[src/rtl/fb_pixel_writer.sv]
// Frame-buffer write-port feeder: accepts a valid/ready RGB stream or generates a
// constant fill, and turns each pixel into a registered raster-order write.
module fb_pixel_writer #(
    parameter int ADDR_W = 18,
    parameter int DATA_W = 24,
    parameter int IMG_W  = 512,
    parameter int IMG_H  = 512
) (
    input  logic              clk,
    input  logic              rst,
    input  logic              start,
    input  logic              fill,
    input  logic [DATA_W-1:0] fill_color,
    input  logic              abort,
    input  logic              s_valid,
    input  logic [DATA_W-1:0] s_data,
    output logic              s_ready,
    output logic [ADDR_W-1:0] mem_addr,
    output logic [DATA_W-1:0] mem_wdata,
    output logic              mem_we,
    output logic              busy,
    output logic              done,
    output logic [7:0]        frame_count,
    output logic [9:0]        cur_x,
    output logic [8:0]        cur_y
);

    typedef enum logic [1:0] {
        S_IDLE   = 2'd0,
        S_STREAM = 2'd1,
        S_FILL   = 2'd2,
        S_DONE   = 2'd3
    } state_t;

    localparam logic [9:0]        X_LAST   = 10'(IMG_W - 1);
    localparam logic [8:0]        Y_LAST   = 9'(IMG_H - 1);
    localparam logic [ADDR_W-1:0] ADDR_ONE = {{(ADDR_W-1){1'b0}}, 1'b1};

    state_t              state_q, state_d;
    logic [9:0]          x_q, x_d;
    logic [8:0]          y_q, y_d;
    logic [ADDR_W-1:0]   addr_q, addr_d;
    logic [DATA_W-1:0]   color_q, color_d;
    logic [ADDR_W-1:0]   mem_addr_q, mem_addr_d;
    logic [DATA_W-1:0]   mem_wdata_q, mem_wdata_d;
    logic                mem_we_q, mem_we_d;
    logic [7:0]          fc_q, fc_d;
    logic                s_ready_s;
    logic                wr_s;

    // Abort gates ready combinationally so nothing is accepted in the cancel cycle.
    assign s_ready_s = (state_q == S_STREAM) && !abort;
    assign wr_s      = (s_valid && s_ready_s) || ((state_q == S_FILL) && !abort);

    // Next-state, pixel position, running address and write-port registers.
    always_comb begin
        state_d     = state_q;
        x_d         = x_q;
        y_d         = y_q;
        addr_d      = addr_q;
        color_d     = color_q;
        mem_addr_d  = mem_addr_q;
        mem_wdata_d = mem_wdata_q;
        mem_we_d    = 1'b0;
        fc_d        = fc_q;
        case (state_q)
            S_IDLE: begin
                if (start) begin
                    x_d    = 10'd0;
                    y_d    = 9'd0;
                    addr_d = {ADDR_W{1'b0}};
                    if (fill) begin
                        state_d = S_FILL;
                        color_d = fill_color;
                    end else begin
                        state_d = S_STREAM;
                    end
                end else begin
                    state_d = S_IDLE;
                end
            end
            S_STREAM, S_FILL: begin
                if (abort) begin
                    state_d = S_IDLE;
                end else if (wr_s) begin
                    mem_we_d    = 1'b1;
                    mem_addr_d  = addr_q;
                    mem_wdata_d = (state_q == S_FILL) ? color_q : s_data;
                    addr_d      = addr_q + ADDR_ONE;
                    // Address counter tracks y*IMG_W+x without a multiplier.
                    if (x_q == X_LAST) begin
                        x_d = 10'd0;
                        if (y_q == Y_LAST) begin
                            y_d     = 9'd0;
                            state_d = S_DONE;
                        end else begin
                            y_d = y_q + 9'd1;
                        end
                    end else begin
                        x_d = x_q + 10'd1;
                    end
                end else begin
                    state_d = state_q;
                end
            end
            S_DONE: begin
                fc_d    = fc_q + 8'd1;
                state_d = S_IDLE;
            end
            default: begin
                state_d = S_IDLE;
            end
        endcase
    end

    // State and datapath registers; reset drops any write in flight.
    always_ff @(posedge clk or posedge rst) begin
        if (rst) begin
            state_q     <= S_IDLE;
            x_q         <= 10'd0;
            y_q         <= 9'd0;
            addr_q      <= {ADDR_W{1'b0}};
            color_q     <= {DATA_W{1'b0}};
            mem_addr_q  <= {ADDR_W{1'b0}};
            mem_wdata_q <= {DATA_W{1'b0}};
            mem_we_q    <= 1'b0;
            fc_q        <= 8'd0;
        end else begin
            state_q     <= state_d;
            x_q         <= x_d;
            y_q         <= y_d;
            addr_q      <= addr_d;
            color_q     <= color_d;
            mem_addr_q  <= mem_addr_d;
            mem_wdata_q <= mem_wdata_d;
            mem_we_q    <= mem_we_d;
            fc_q        <= fc_d;
        end
    end

    assign s_ready     = s_ready_s;
    assign mem_addr    = mem_addr_q;
    assign mem_wdata   = mem_wdata_q;
    assign mem_we      = mem_we_q;
    assign busy        = (state_q == S_STREAM) || (state_q == S_FILL);
    assign done        = (state_q == S_DONE);
    assign frame_count = fc_q;
    assign cur_x       = x_q;
    assign cur_y       = y_q;

endmodule
[config.mk]
export PLATFORM = sky130hd
export DESIGN_NAME = fb_pixel_writer
export DESIGN_NICKNAME = d
export VERILOG_FILES = /design/src/rtl/fb_pixel_writer.sv
export SDC_FILE = /design/constraint.sdc
export NUM_CORES = 1
export LEC_CHECK = 0
export ABC_AREA = 1
export ABC_CLOCK_PERIOD_IN_PS = 4700
export BUFFER_PORTS_ARGS = -buffer_cell sky130_fd_sc_hd__buf_2
export CAP_MARGIN = 20
export CELL_PAD_IN_SITES_DETAIL_PLACEMENT = 1
export CELL_PAD_IN_SITES_GLOBAL_PLACEMENT = 1
export CORE_MARGIN = 1.5
export CORE_UTILIZATION = 40
export DETAILED_ROUTE_END_ITERATION = 12
export GPL_TIMING_DRIVEN = 0
export PLACE_DENSITY = 0.81
export SETUP_SLACK_MARGIN = 0.2
export SYNTH_ARGS = -nofsm -noshare
export SYNTH_HDL_FRONTEND = slang
export SYNTH_SLANG_ARGS = --single-unit
[constraint.sdc]
create_clock -name clk -period 4.7 [get_ports clk]
set_clock_uncertainty 0.05 [all_clocks]
set_input_delay 1.175 -clock clk [delete_from_list [all_inputs] [get_ports clk]]
set_output_delay 1.175 -clock clk [all_outputs]
set_load 0.05 [all_outputs]
# --- Yosys cells after proc, flatten, opt, wreduce, memory -nomap -nowiden ---
# Cells that the tools add are included.
word_totals:
  word_cells: 66
  regBits: 114
  inputBits: 54
  output_inout_bits: 73
classes:
  reduce_logical: 14
  add_sub_neg: 4
  mux: 26
  bitwise: 1
  eq_ne: 12
op_table:
  columns: ["op", "n"]
  rows:
  - ["2-to-1 mux 18 bit", 3]
  - ["2-to-1 mux 9 bit", 5]
  - ["2-to-1 mux 10 bit", 4]
  - ["one-hot mux 18 bit (2 select lines)", 1]
  - ["2-to-1 mux 24 bit", 1]
  - ["one-hot mux 10 bit (2 select lines)", 1]
  - ["adder 18 x 1 -> 18 bit (second input constant)", 1]
  - ["one-hot mux 9 bit (2 select lines)", 1]
  - ["2-to-1 mux 2 bit", 6]
  - ["adder 10 x 1 -> 10 bit (second input constant)", 1]
  - ["== test 10 x 9 -> 1 bit (second input constant)", 1]
  - ["adder 9 x 1 -> 9 bit (second input constant)", 1]
  - ["== test 9 bit (second input constant)", 1]
  - ["!= test 3 bit (second input constant)", 3]
  - ["AND reduction 3 bit", 3]
  - ["adder 8 x 1 -> 8 bit (second input constant)", 1]
  - ["!= test 2 bit (second input constant)", 4]
  - ["one-hot mux 2 bit (3 select lines)", 1]
  - ["AND reduction 5 bit", 1]
  - ["== test 2 bit (second input constant)", 2]
  - ["AND reduction 4 bit", 1]
  - ["logical AND 1 bit", 3]
  - ["2-to-1 mux 1 bit", 3]
  - ["== test 2 x 1 -> 1 bit (second input constant)", 1]
  - ["other kinds (6)", 7]

# --- Logic depth before layout (Yosys ltp) ---
# Gate-level depths: netlist of the first run.
depth:
  depth_word: 7
  mapped_depth: 13
  ltp_nobuf: 12

# --- Least setup slack after synthesis of the first run ---
# OpenSTA, ideal clock, no wires.
synth_path:
  path_type: "input port to output port"
  from: "in abort"
  to: "out s_ready"
  setup_slack_ns: 1.646
  arrival_time_ns: 1.829
  path_buffers: 0
  required_time_ns: 3.475
  stages: 1
  path_cell_list: "nor2_1"
synth_via:
  elab_chain_len: 2
synth_rtl:
  columns: ["element", "line", "text"]
  rows:
  - ["start, declared", "14", "input logic abort,"]
  - ["logical NOT 1 bit", "52", "assign s_ready_s = (state_q == S_STREAM) && !abort;"]
  - ["logical AND 1 bit", "52", null]
  - ["end, declared", "17", "output logic s_ready,"]
# No other way between the ends.

# --- Worst setup path after layout of the first run ---
# Ends and elaborated chain as after synthesis.

==> metrics, run 1 <==
Syn Area/Cell=8.69 um^2; Hold Path Class=flop to flop; Syn Nets=669; worst hold stages=2; initial antenna violation count=1; io pins=127; Worst R2R End=addr_q[14]; number of distinct library cells after synthesis=29; Post-Syn Instances=606; share of layout cells above drive strength 1=27.1%; Tcrit/Tclk final=61.8%; Synth Area in XOR/XNOR=1.66%; number of nets in the final layout=815; die area=13900 um^2; post-synth top area cell=dfrtp_1; Final Setup Violations=0; largest family of logic cells by synthesized area=simple AND/OR/NAND/NOR gates; Main synth FF type=dfrtp_1; Final Total Pwr=0.00485 W; total gr overflow=0; number of synthesized flops with an enable pin=0; clock root buffer=clkbuf_16; crit path kind=input pin to output pin; Post-Syn Area=5270 um^2; 1st-pass router iterations=4; GRT Overall Usage=23.0%; fmax=344 MHz; Area Growth Syn to Fin=28.0%; worst skew pair latency=0.41 ns; CTS Buffer Depth=2; Critical Path RT=3.47 ns; Vias/cell=5.04; Seq/Total Area, Yosys=54.2%; Post-route DRC=0; CTS tree=done; synthesis warning total=0; Hold EP=mem_addr[6]; fraction of registers with async set/reset=100%; Starting Density=41.4%; DP Worst Slack=1.79 ns; ANT nets after route=0; Die Ht=118 um; Max Cap Viol=0; Core Util, Final=53.0%; Finished Layout Cells=938; gpl congestion=0.816; crit start category=input pin; number of H-tree levels=4; slew margin rel.=51.9%; CP arrival=1.68 ns; Worst-Margin Slew=0.722 ns; Rows=41; routed wire length=15200 um; Synth area leaders=dfrtp_1 54%, nand2_1 13%, nor2_1 5.7%; Post-CTS Resized=0; Routed WL per cell=16.2 um; Reg clk slew, reported paths=0.05 ns; first-pass GRT wire length=25300 um; reg2reg setup slack=2.37 ns; worst vdd ir=0.000279 V; Placed Cells=905; DRT iter0 DRCs=174; CP Max Fanout=4; Setup crit end kind=output pin; vias in the first global route=5180; Post-CTS Setup Inserts=0; Core ar.=12700 um^2; adder-cell share of the synthesized area=2.14%; CTS Hold Buffers Added=0; total CTS buffers=17; P per Cell Area=720 nW/um^2; Die X=118 um; commonest cells in the netlist=180 x nand2_1, 114 x dfrtp_1, 80 x nor2_1; CTS sink cnt=114; post-synthesis compound-gate area fraction=7.60%; HP Start=mem_addr[6]; Worst Reg2Reg Path Length in Cells=11; most frequent cell after synthesis=nand2_1; top cell type's share of synthesized area=54.2%; proportion of synthesized area in mux cells=5.34%; Fin Hold WS=0.434 ns; count of state elements after synthesis=114; post-DP HPWL=10800 um; via count of the routed design=4728; Fin. Hold Viols=0; Slew Viols, Final=0; origin of the critical flop-to-flop path=state_q[1]; clock period minus final worst setup slack=2.91 ns; RSZ-0062 raised after global routing=false; leak pwr=3.42 nW; port bufs=126; final worst setup slack=1.79 ns; Simple-Gate Fraction of Synth Area=23.8%; status=complete, no violations; pin count of the biggest net entering global routing=63
==> cell families after synthesis <==
group / Yosys count
and+or+nand+nor: 309
DFF: 114
AOI/OAI and AO/OA: 71
buffers and inverters: 68
muxes: 25
xor gates and xnor gates: 10
adders and majority gates: 9
==> final cells by class <==
class,instances,area [um^2]
Antenna cell,1,2.50
Clock inverter,11,135
Tap cell,172,215
Inverter,46,175
Multi-Input combinational cell,424,2140
Buffer,22,104
Fill cell,1587,5980
Timing Repair Buffer,127,658
Clock buffer,21,460
Sequential cell,114,2850
==> critical path, cell delays in order <==
cell and delay [ns]:
buf_2 0.14, nor2_1 0.10, buf_2 0.26
==> cell usage in the layout, fill, tap and decap left out, drive strengths merged <==
master / n
nand4: 4
nand3b: 3
xnor2: 3
diode: 1
a31oi: 24
clkbuf: 30
buf: 140
nand3: 27
dfrtp: 114
a21oi: 8
o22ai: 1
xor2: 7
nor2: 82
inv: 46
o21ai: 37
or2: 1
nor3: 9
bufinv: 3
clkinv: 6
clkinvlp: 2
ha: 9
nand2: 183
mux2: 25
o21bai: 1
==> where the power goes <==
part | internal (W) | switching (W)
sequential | 0.00129 | 0.000182
combinational | 0.000538 | 0.00155
clock | 0.000854 | 0.000442
==> flip-flops by register name, summed over array words and instances, names as in the netlist <==
register / flops
color_q: 24
frame_count: 8
mem_addr: 18
cur_x: 10
mem_we: 1
state_q: 2
addr_q: 18
mem_wdata: 24
cur_y: 9
==> metal layers <==
metal | vias to the layer above | GRT usage [%] | wire length [um]
li1 | 2246 | - | -
met1 | 2351 | 26.6 | 6370
met2 | 105 | 41.4 | 7860
met3 | 26 | 5.28 | 644
met4 | 0 | 8.77 | 331
met5 | - | 0 | 0
==> through the flow <==
step           area (um^2)  TNS, ns
3_3_place_gp          6110   -95.99
5_1_grt               6740        0
4_1_cts               6740        0
3_5_place_dp          6140        0
2_1_floorplan         5270        0
6_report              6740        0
==> worst max-delay path by stage <==
stage,startpoint,endpoint,slack (ns),depth (start not counted)
after floorplan,rst,addr_q[0],0.46,1
after global placement,rst,cur_y[2],-0.85,2
after detailed placement,abort,s_ready,1.79,3
after CTS,abort,s_ready,1.78,3
after global routing,abort,s_ready,1.76,3
final,abort,s_ready,1.79,3
Power figures use the tool's default switching activity.
==> run 2: changes to the inputs <==
--- a/config.mk
+++ b/config.mk
@@ -6,7 +6,7 @@
 export NUM_CORES = 1
 export LEC_CHECK = 0
 export ABC_AREA = 1
-export ABC_CLOCK_PERIOD_IN_PS = 4700
+export ABC_CLOCK_PERIOD_IN_PS = 3000
 export BUFFER_PORTS_ARGS = -buffer_cell sky130_fd_sc_hd__buf_2
 export CAP_MARGIN = 20
 export CELL_PAD_IN_SITES_DETAIL_PLACEMENT = 1
==> constraint.sdc (replaced) <==
create_clock -name clk -period 3 [get_ports clk]
set_clock_uncertainty 0.05 [all_clocks]
set_input_delay 0.75 -clock clk [delete_from_list [all_inputs] [get_ports clk]]
set_output_delay 0.75 -clock clk [all_outputs]
set_load 0.05 [all_outputs]
==> run 2 against run 1 <==
Compared with the run above:
- worst setup slack worse by 1.2 ns
- combinational power is 56% higher
- sequential cell count stayed put
- total power is 60% higher
- global-route usage is 0.33 points higher
- register-to-register slack worse by 1.8 ns
- design area is 1.3% higher
- sequential share of layout area is 0.56 points lower
- critical path depth is 8 higher
- first-iteration DRC count is 1.7% lower
- routed wire length hardly changed
- sequential power is 57% higher
==> metrics, run 2 (synthesized netlist as in run 1, its figures left out) <==
GRT Overall Usage=23.4% (+0.33 points); clock period minus final worst setup slack=2.39 ns; worst skew pair latency=0.41 ns (about the same); total CTS buffers=17 (unchanged); Post-CTS Setup Inserts=0 (unchanged); Slew Viols, Final=0 (unchanged); highest cell delay on the worst timing path=0.37 ns (+0.11 ns); pin count of the biggest net entering global routing=36 (-43%); Rows=41 (unchanged); final setup TNS=0 ns (unchanged); number of H-tree levels=4 (unchanged); Finished Layout Cells=939 (+0.11%); initial antenna violation count=0 (-1); worst vdd ir=0.000373 V (+33%); CTS Buffer Depth=2 (unchanged); gpl congestion=0.818 (+0.21%); commonest non-fill, non-tap cell in the layout=nand2_1; Final Setup Violations=0 (unchanged); RSZ-0062 raised after global routing=false; DRT iter0 DRCs=171 (-1.7%); Post-route DRC=0 (unchanged); leak pwr=3.46 nW (+1.3%); CTS Hold Buffers Added=0 (unchanged); Worst-Margin Slew=0.656 ns (-0.0661 ns); Fin. Hold Viols=0 (unchanged); CP arrival=2.63 ns (+0.95 ns); Hold Path Class=input pin to asynchronous set/reset pin; crit start category=flop; Placed Cells=907 (+0.22%); post-DP HPWL=11100 um (+2.4%); status=complete, no violations; io pins=127 (unchanged); clock root buffer=clkbuf_16; ANT nets after route=0 (unchanged); most frequent cells in the layout=180 x nand2_1, 137 x buf_2, 114 x dfrtp_1; met3 usage=4.41% (-0.87 points); final worst setup slack=0.614 ns (-1.18 ns); worst-path cell chain=inv_1 > ha_1 > buf_4 > inv_2 > nor2_4 > nand2_4 > a21oi_4 > nand2_1 > buf_2 > nand2_1 > nor2_1; most frequent CP cell=nand2_1; family with the most delay on the worst path=simple AND/OR/NAND/NOR gates; crit path kind=flop to flop; Reg clk slew, reported paths=0.05 ns (about the same); die area=13900 um^2 (unchanged); fmax=419 MHz; Die X=118 um (unchanged); Vias/cell=5.02 (-0.47%); total gr overflow=0 (unchanged); Critical Path RT=3.24 ns (-0.23 ns); Fin Hold WS=0.382 ns (-0.0517 ns); CP Max Fanout=10 (+6); busiest layer in global routing=met2; diodes inserted=0 (-1); routed wire length=15200 um (about the same); P per Cell Area=1140 nW/um^2 (+58%); share of layout cells above drive strength 1=27.5% (+0.45 points); 1st-pass router iterations=4 (unchanged); CTS sink cnt=114 (unchanged); CP max stage cell=dfrtp_1; Core Util, Final=53.7% (+0.71 points); Tcrit/Tclk final=79.5%; met1 Resource Use GR=28.4% (+1.8 points); first-pass GRT wire length=25700 um (+1.4%); Max Cap Viol=0 (unchanged); Die Ht=118 um (unchanged); Core ar.=12700 um^2 (unchanged); CTS tree=done; Area Growth Syn to Fin=29.7%; number of nets in the final layout=817 (+0.25%); Post-CTS Resized=0 (unchanged); GR Util met2=40.9% (-0.51 points); via count of the routed design=4711 (-0.36%); slew margin rel.=56.2% (+4.3 points); Starting Density=41.4% (unchanged); Routed WL per cell=16.2 um (-0.13%); DP Worst Slack=0.617 ns (-1.17 ns); worst path bufs/invs=4 (+2); Setup crit end kind=flop; vias in the first global route=5061 (-2.3%); port bufs=126 (unchanged)
==> run 2: cell types whose count changed in the layout (fill, tap and decap cells not counted) <==
| cell | delta |
|---|---|
| inv_4 | -1 |
| clkbuf_1 | -2 |
| diode_2 | -1 |
| clkbuf_8 | +3 |
| clkinv_2 | -1 |
| buf_12 | +2 |
| bufinv_16 | +1 |
==> run 2: path summary, 6_finish.rpt <==
path                       depth (start not counted)  slack, ns         start              to
max in group asynchronous                          4       1.77           rst  frame_count[0]
hold / removal                                     2       0.38           rst     color_q[18]
hold reg to reg                                    2       0.42  mem_addr[17]    mem_addr[17]
setup / recovery                                  11       0.61    state_q[0]      addr_q[13]
min in group clk                                   2       0.42  mem_addr[17]    mem_addr[17]
setup reg to reg                                  11       0.61    state_q[0]      addr_q[13]
==> run 2: metal layers <==
layer  vias up  share of wire [%]
met3        27                3.3
met1      2324                 43
met2       102                 52
met4         0                2.2
li1       2258                  -
met5         -                  0
==> run 2: where the power goes <==
part,leakage (nW),switching (W),internal (W)
logic,1.68,0.00242,0.000846
registers,1.46,0.000284,0.00202
clock network,0.322,0.000706,0.00149
==> run 2: stage by stage <==
| stage | total power, W | area [um^2] |
|---|---|---|
| 3_3_place_gp | 0.00545 | 6120 |
| 6_report | 0.00777 | 6830 |
| 4_1_cts | 0.00784 | 6830 |
| 2_1_floorplan | 0.00468 | 5270 |
| 3_5_place_dp | 0.00560 | 6180 |
| 5_1_grt | 0.00818 | 6830 |
==> run 2: cell type report <==
class | instances | area, um^2
Sequential cell | 114 | 2850
Tap cell | 172 | 215
Clock buffer | 22 | 494
Inverter | 46 | 176
Clock inverter | 10 | 153
Multi-Input combinational cell | 424 | 2140
Fill cell | 1583 | 5890
Buffer | 22 | 104
Timing Repair Buffer | 129 | 698
==> run 2: worst reg2reg max path, delay by kind of cell (launching register included) <==
kind,cells,cell delay [ns]
compound gates,1,0.22
fa+ha+maj,1,0.31
buf+inv,4,0.65
flops,1,0.37
simple gates,5,0.67
